**src/rtl/display_7seg_pkg.sv**
```systemverilog
// Shared constants for the 7-segment scanner: bus address map and
// CONTROL register layout.
package display_7seg_pkg;

    localparam logic ADDR_VALUE   = 1'b0;
    localparam logic ADDR_CONTROL = 1'b1;

    localparam int unsigned MASK_LSB  = 0;
    localparam int unsigned MASK_MSB  = 7;
    localparam int unsigned BLINK_BIT = 8;

    localparam logic [31:0] CONTROL_RESET = 32'h0000_00FF;

endpackage

```
**src/rtl/display_scan_timer.sv**
```systemverilog
// Scan timing for the 7-segment scanner: digit-slot prescaler, frame counter
// and blink phase.
module display_scan_timer #(
    parameter int unsigned PRESCALE     = 50000,
    parameter int unsigned BLINK_FRAMES = 64
) (
    input  logic clock,
    input  logic reset,
    input  logic last_digit,
    output logic tick,
    output logic frame_end,
    output logic blink_phase
);

    localparam int unsigned PW = (PRESCALE > 1) ? $clog2(PRESCALE) : 1;
    localparam int unsigned FW = (BLINK_FRAMES > 1) ? $clog2(BLINK_FRAMES) : 1;

    logic [PW-1:0] count_q, count_d;
    logic [FW-1:0] frame_q, frame_d;
    logic          phase_q, phase_d;
    logic          frame_wrap;

    always_comb begin
        tick       = (count_q == PW'(PRESCALE - 1));
        frame_end  = tick & last_digit;
        frame_wrap = (frame_q == FW'(BLINK_FRAMES - 1));
        count_d    = tick ? '0 : count_q + 1'b1;
        frame_d    = frame_q;
        phase_d    = phase_q;
        if (frame_end) begin
            frame_d = frame_wrap ? '0 : frame_q + 1'b1;
            if (frame_wrap) begin
                phase_d = ~phase_q;
            end
        end
    end

    always_ff @(posedge clock or posedge reset) begin
        if (reset) begin
            count_q <= '0;
            frame_q <= '0;
            phase_q <= 1'b0;
        end else begin
            count_q <= count_d;
            frame_q <= frame_d;
            phase_q <= phase_d;
        end
    end

    assign blink_phase = phase_q;

endmodule

```
**src/rtl/display_7seg_scanner.sv**
```systemverilog
// Memory-mapped multiplexed 7-segment scanner: VALUE/CONTROL registers, digit
// index and registered nibble/select/blank outputs for the segment decoder.
module display_7seg_scanner
    import display_7seg_pkg::*;
#(
    parameter int unsigned NUM_DIGITS   = 8,
    parameter int unsigned PRESCALE     = 50000,
    parameter int unsigned BLINK_FRAMES = 64
) (
    input  logic                  clock,
    input  logic                  reset,
    input  logic                  bus_write_enable,
    input  logic                  bus_read_enable,
    input  logic                  bus_address,
    input  logic [31:0]           bus_write_data,
    output logic [31:0]           bus_read_data,
    output logic [3:0]            digit_nibble,
    output logic [NUM_DIGITS-1:0] digit_select,
    output logic                  digit_blank
);

    localparam logic [NUM_DIGITS-1:0] SELECT_RESET = ~NUM_DIGITS'(1);

    logic [31:0]           value_q, value_d;
    logic [7:0]            mask_q, mask_d;
    logic                  blink_en_q, blink_en_d;
    logic [2:0]            index_q, index_d;
    logic [31:0]           rd_data_q, rd_data_d;
    logic [3:0]            nibble_q, nibble_d;
    logic [NUM_DIGITS-1:0] select_q, select_d;
    logic                  blank_q, blank_d;
    logic [31:0]           control_word;
    logic                  last_digit, tick, frame_end, blink_phase;

    assign last_digit = (index_q == 3'(NUM_DIGITS - 1));

    display_scan_timer #(
        .PRESCALE    (PRESCALE),
        .BLINK_FRAMES(BLINK_FRAMES)
    ) u_timer (
        .clock      (clock),
        .reset      (reset),
        .last_digit (last_digit),
        .tick       (tick),
        .frame_end  (frame_end),
        .blink_phase(blink_phase)
    );

    always_comb begin
        control_word                    = '0;
        control_word[MASK_MSB:MASK_LSB] = mask_q;
        control_word[BLINK_BIT]         = blink_en_q;

        value_d    = value_q;
        mask_d     = mask_q;
        blink_en_d = blink_en_q;
        if (bus_write_enable) begin
            if (bus_address == ADDR_CONTROL) begin
                mask_d     = bus_write_data[MASK_MSB:MASK_LSB];
                blink_en_d = bus_write_data[BLINK_BIT];
            end else begin
                value_d = bus_write_data;
            end
        end

        // Reads sample the pre-write register contents, so a same-cycle
        // read+write returns the old value.
        rd_data_d = '0;
        if (bus_read_enable) begin
            rd_data_d = (bus_address == ADDR_CONTROL) ? control_word : value_q;
        end

        index_d = index_q;
        if (tick) begin
            index_d = last_digit ? '0 : index_q + 3'd1;
        end

        nibble_d = value_q[{index_q, 2'b00} +: 4];
        for (int unsigned i = 0; i < NUM_DIGITS; i++) begin
            select_d[i] = (index_q != 3'(i));
        end
        blank_d = ~mask_q[index_q] | (blink_en_q & blink_phase);
    end

    always_ff @(posedge clock or posedge reset) begin
        if (reset) begin
            value_q    <= '0;
            mask_q     <= CONTROL_RESET[MASK_MSB:MASK_LSB];
            blink_en_q <= CONTROL_RESET[BLINK_BIT];
            index_q    <= '0;
            rd_data_q  <= '0;
            nibble_q   <= '0;
            select_q   <= SELECT_RESET;
            blank_q    <= 1'b0;
        end else begin
            value_q    <= value_d;
            mask_q     <= mask_d;
            blink_en_q <= blink_en_d;
            index_q    <= index_d;
            rd_data_q  <= rd_data_d;
            nibble_q   <= nibble_d;
            select_q   <= select_d;
            blank_q    <= blank_d;
        end
    end

    assign bus_read_data = rd_data_q;
    assign digit_nibble  = nibble_q;
    assign digit_select  = select_q;
    assign digit_blank   = blank_q;

endmodule

```
**config.mk**
```make
export PLATFORM = sky130hd
export DESIGN_NAME = display_7seg_scanner
export DESIGN_NICKNAME = d
export VERILOG_FILES = /design/src/rtl/display_7seg_pkg.sv /design/src/rtl/display_scan_timer.sv /design/src/rtl/display_7seg_scanner.sv
export SDC_FILE = /design/constraint.sdc
export NUM_CORES = 1
export LEC_CHECK = 0
export ABC_AREA = 1
export CORE_ASPECT_RATIO = 0.75
export CORE_UTILIZATION = 30
export CTS_CLUSTER_SIZE = 16
export DETAILED_ROUTE_END_ITERATION = 8
export PLACE_DENSITY = 0.57
export SYNTH_ARGS = -nofsm -noshare
export SYNTH_HDL_FRONTEND = slang
export SYNTH_HIERARCHICAL = 1
export SYNTH_SLANG_ARGS = --single-unit
```
**constraint.sdc**
```tcl
create_clock -name clock -period 2.95 [get_ports clock]
set_clock_uncertainty 0.15 [all_clocks]
set_input_delay 0.59 -clock clock [delete_from_list [all_inputs] [get_ports clock]]
set_output_delay 0.59 -clock clock [all_outputs]
set_load 0.01 [all_outputs]
```
# --- Word-level counts from Yosys, hierarchy flattened ---
# Index checks and enable logic that the tools add are counted.
word_totals:
  input_bits: 37
  output_inout_bits: 45
  word_cells: 43
  ram_bits: 0
  memories: 0
  latch_bits: 0
  reg_bits: 112
  rom_bits: 0
classes:
  eq_ne: 10
  multipliers: 0
  mux: 7
  div: 0
  n_reduce_logical: 4
  bitwise: 6
  magnitude_cmp: 1
  addsub: 3
  shifts: 1
op_table:
  columns: ["operator", "n"]
  rows:
  - ["$mux W32", 2]
  - ["$shiftx A32 B6 Y4", 1]
  - ["$add A16 B1 Y16 const B", 1]
  - ["$eq A16 B16 Y1 const B", 1]
  - ["$mux W16", 1]
  - ["$ne A3 B3 Y1 const B", 4]
  - ["$add A6 B1 Y6 const B", 1]
  - ["$eq A6 B6 Y1 const B", 1]
  - ["$mux W6", 1]
  - ["$ne A3 B2 Y1 const B", 2]
  - ["$reduce_and A2 Y1", 3]
  - ["$lt A3 B4 Y1 const B", 1]
  - ["$add A3 B1 Y3 const B", 1]
  - ["$bmux W1 S3", 1]
  - ["$eq A3 B3 Y1 const B", 1]
  - ["$mux W3", 1]
  - ["$ne A3 B1 Y1 const B", 1]
  - ["$not A1 Y1", 3]
  - ["$reduce_bool A3 Y1", 1]
  - ["$and A1 B1 Y1", 2]
  - ["$mux W1", 1]
  - ["$or A1 B1 Y1", 1]

# --- Depth between registers and ports, before layout ---
depth:
  word_depth: 4
  ltp_mapped: 9
  depth_no_buf: 9

# --- By module ---
# Netlist, hierarchy kept.
modules_own_cells:
  columns: ["module", "instances", "cells_per_inst", "area_per_inst_um2", "seq_area_each_um2"]
  rows:
  - ["display_7seg_scanner", 1, 379, 3631.0, 2245.9]
  - ["display_scan_timer", 1, 187, 1352.5, 575.6]

# --- Worst setup path after synthesis ---
# Ideal clock, no wire load.
synth_path:
  path_type: "reg-to-reg"
  from: "register u_timer.count_q[0]"
  to: "register index_q[1]"
  n_path_buf: 0
  setup_time_ps: 131
  period_less_slack_ps: 1410
  t_required_ps: 2669
  path_stages_with_launch: 7
  arrival_ps: 1129
  setup_slack_ps: 1540
  path_cell_list: "dfrtp_1 ha_1 nand2_2 nor2_2 nand3_2 nor2_4 o21ai_0"
synth_between:
  elab_chain_cells: 1
synth_rtl:
  columns: ["element", "line", "rtl"]
  rows:
  - ["from (decl)", "display_scan_timer.sv:18", "logic [PW-1:0] count_q, count_d;"]
  - ["from (signal assigned)", "display_scan_timer.sv:44", "count_q <= count_d;"]
  - ["$eq A16 B16 Y1", "display_scan_timer.sv:24", "tick = (count_q == PW'(PRESCALE - 1));"]
  - ["net tick", "display_7seg_scanner.sv:33", "logic last_digit, tick, frame_end, blink_phase;"]
  - ["to (signal assigned)", "display_7seg_scanner.sv:99", "index_q <= index_d;"]
  - ["to (decl)", "display_7seg_scanner.sv:27", "logic [2:0] index_q, index_d;"]
# The timed path passes the listed nets, and every way through them passes these cells.
# A chain may end at the register's enable or synchronous reset.

# --- Worst setup path after layout ---
layout_path:
  from: "register select_q[1] (netlist: digit_select[1])"
  to: "output port digit_select[1]"
layout_rtl:
  columns: ["element", "line", "rtl"]
  rows:
  - ["from (decl)", "display_7seg_scanner.sv:30", "logic [NUM_DIGITS-1:0] select_q, select_d;"]
  - ["from (signal assigned)", "display_7seg_scanner.sv:102", "select_q <= select_d;"]
  - ["to (decl)", "display_7seg_scanner.sv:18", "output logic [NUM_DIGITS-1:0] digit_select,"]
# No word-level cell between the ends.

==> out/metrics.cfg <==
[setup_path]
path_max_fanout = 1
worstPathArrival_ns = 1.40
path_class = register to output port
path_cells = clkdlybuf4s50_1
cpPeakStageDelay_ns = 0.53
worstPathRequired_ns = 2.21
startpoint_type = register
cp_num_buf_inv = 1
crit_path_end_kind = output port
cpLargestDelayFamily = flip-flops
critPathSlowestCell = dfstp_2

[global_route]
grt_pass1_wl_um = 18400
grt_pass1_vias = 3781
grt_busiest_layer = met2
met2_usage_pct = 20.7
grt_start_max_net_pins = 90
grt_use_total_pct = 13.8
use_met1_pct = 20.1
met3_usage_pct = 3.36
grt_antenna_before_repair = 0
grt_overflow = 0

[final_layout]
n_antenna_cell = 0
fill_cells = 1655
final_cells = 859
final_nets = 689
drive_gt1_share_pct = 11.2
syn_to_final_growth_pct = 25.7

[timing]
finalCritPeriodShare_pct = 72.5
hold_violations = 0
fin_crit_ns = 2.14
rsz0062_at_grt = no
setup_viol = 0
slew_viol_final = 0
setup_tns_ns = 0
fmax_ghz = 0.468
worst_slew_pin_slew_ns = 0.552
fin_ws_ns = 0.811
maxSlewHeadroom_pct = 63.2

[run]
maxCapViolations = 0

[placement]
numPortBuffers = 81
dp_hpwl_um = 7990
numPlacedInstances = 843
gp_congestion = 0.808
dpl_worst_slack_ns = 0.739

[synthesis]
synth_cells = 566
ys_warn_count = 6
synthesis.nets = 611
synthesis.area_um2 = 4980
ys_seq_elements = 112
synth_area_leader_cell = dfrtp_1
synth_fa_ha_area_share_pct = 2.01
synth_compound_gate_area_share_pct = 8.61
synth_top_family_by_area = simple AND/OR/NAND/NOR gates
yosysSeqAreaShare_pct = 56.6
synthTopCellsByArea = dfrtp_1, nand2_1, dfstp_2, nor2_1, inv_1
synthXorXnorAreaFrac_pct = 1.41
muxShareOfSynthArea_pct = 0
yosysUniqueCellTypes = 28
yosys.area.top_type_share_pct = 48.7
synthSimpleGateAreaFrac_pct = 22.9
syn_avg_cell_area_um2 = 8.80

[clock_tree]
root_buffer = clkbuf_16
cts_setup_buffers = 0
hold_buffers = 0
cts_tree = done
clock_path_buffers = 2
cts_resized = 0
cts_sinks = 112
cts_made_buffers = 9
clock_latency_ns = 0.34
cts.clk_slew.worst_paths_ns = 0.07
ctsHtreeMaxLevel = 3

[routing]
remaining_drc_errors = 0
drt_iter0_markers = 204
drtAntennaViolNets = 0
detail_route.wirelength_um = 11200
drt-pass1-iter-count = 5
avgRoutedWirePerCell_um = 13.0
vias = 3766
viasPerCell = 4.38

[floorplanning]
die_area_um2 = 17100
core_area_um2 = 16100
die_h_um = 114
core.rowCount = 40
initial_core_util_pct = 30.9
num_io_pins = 82
fp.dieW_um = 151

[pwr]
power.leakage_uw = 0.00295
power.density_nw_per_um2 = 529
ir_worst_vdd_v = 0.000308

[hold_path]
hp-class = register to register

[outcome]
outcome = completed

-- registers in the layout (all words and copies together), names as in the netlist --
| register | flops |
|---|---|
| bus_read_data | 32 |
| value_q | 32 |
| u_timer/count_q | 16 |
| digit_select | 8 |
| mask_q | 8 |
| u_timer/frame_q | 6 |
| digit_nibble | 4 |
| index_q | 3 |
| blink_en_q | 1 |
| digit_blank | 1 |
| u_timer/blink_phase | 1 |
-- worst reg2reg max path, cell delays in order, from the launching register on --
cell and delay [ns]:
dfrtp_1 0.70, ha_1 0.28, ha_1 0.26, inv_1 0.12
nor2_4 0.17, nand2_1 0.08, nand2_1 0.06
-- Yosys cell counts (all sizes together) --
cell	number
dfrtp	97
nor2	91
a21oi	36
nand4	2
o21bai	2
nor3	2
o21ai	40
nand2	143
xnor2	1
nand3	29
dfstp	15
buf	18
xor2	7
clkinv	1
inv	73
ha	8
or2	1
-- final timing paths --
kind / end / slack [ns] / depth (start not counted) / start
hold / removal: mask_q[6] / 0.33 / 2 / mask_q[6]
min in group asynchronous: u_timer/frame_q[1] / 0.53 / 3 / reset
setup / recovery: digit_select[1] / 0.81 / 1 / digit_select[1]
max in group asynchronous: digit_select[6] / 1.66 / 3 / reset
hold reg to reg: mask_q[6] / 0.33 / 2 / mask_q[6]
setup reg to reg: u_timer/frame_q[5] / 1.07 / 6 / index_q[0]
-- routing by layer --
| metal | share of wire, % | up-vias |
|---|---|---|
| met4 | 0.99 | 0 |
| met5 | 0 | - |
| met2 | 42 | 97 |
| li1 | - | 1901 |
| met3 | 5.7 | 7 |
| met1 | 52 | 1761 |
-- final cells by class --
cell class,instances,area [µm²],share of cell area [%]
Clock inverter,7,78.8,1.26
Sequential cell,112,2820,45.0
Multi-Input combinational cell,362,1740,27.8
Clock buffer,9,225,3.59
Timing Repair Buffer,85,853,13.6
Tap cell,210,263,4.19
Inverter,74,284,4.53
-- cell usage in the layout (no fill, tap or decap), types with 3 or more instances in the layout --
cell,n
xor2_1,7
nand2_1,135
nor2_2,10
clkbuf_16,9
inv_2,4
dfstp_2,15
a21oi_1,36
nand2_2,7
nand3_1,26
ha_1,8
buf_4,3
o21ai_2,9
nor2_1,79
clkinvlp_4,3
inv_1,67
nand3_2,3
o21ai_0,20
o21ai_1,11
clkdlybuf4s50_1,81
dfrtp_1,97
-- through the flow --
step | utilization [%] | hold slack [ns] | total power (µW) | area [µm²]
3_3_place_gp | 37.0 | 0.320 | 2120 | 5960
2_1_floorplan | - | 0.305 | 1930 | 4990
3_5_place_dp | 37.0 | 0.322 | 2120 | 5960
6_report | 38.9 | 0.331 | 3320 | 6270
4_1_cts | 38.9 | 0.334 | 3370 | 6270
5_1_grt | 38.9 | 0.343 | 3480 | 6270
-- power breakdown --
part / internal [µW] / switching (µW)
Clock: 669 / 557
Sequential: 1650 / 46.2
Combinational: 177 / 214
Total: 2500 / 817
-- kinds of logic after synthesis --
logic type	count (synthesis)
buffers and inverters	92
adders and majority gates	8
AOI/OAI and AO/OA	78
xor gates and xnor gates	8
and+or+nand+nor	268
DFF	112
Note: power is estimated with default switching activity, not from simulation.
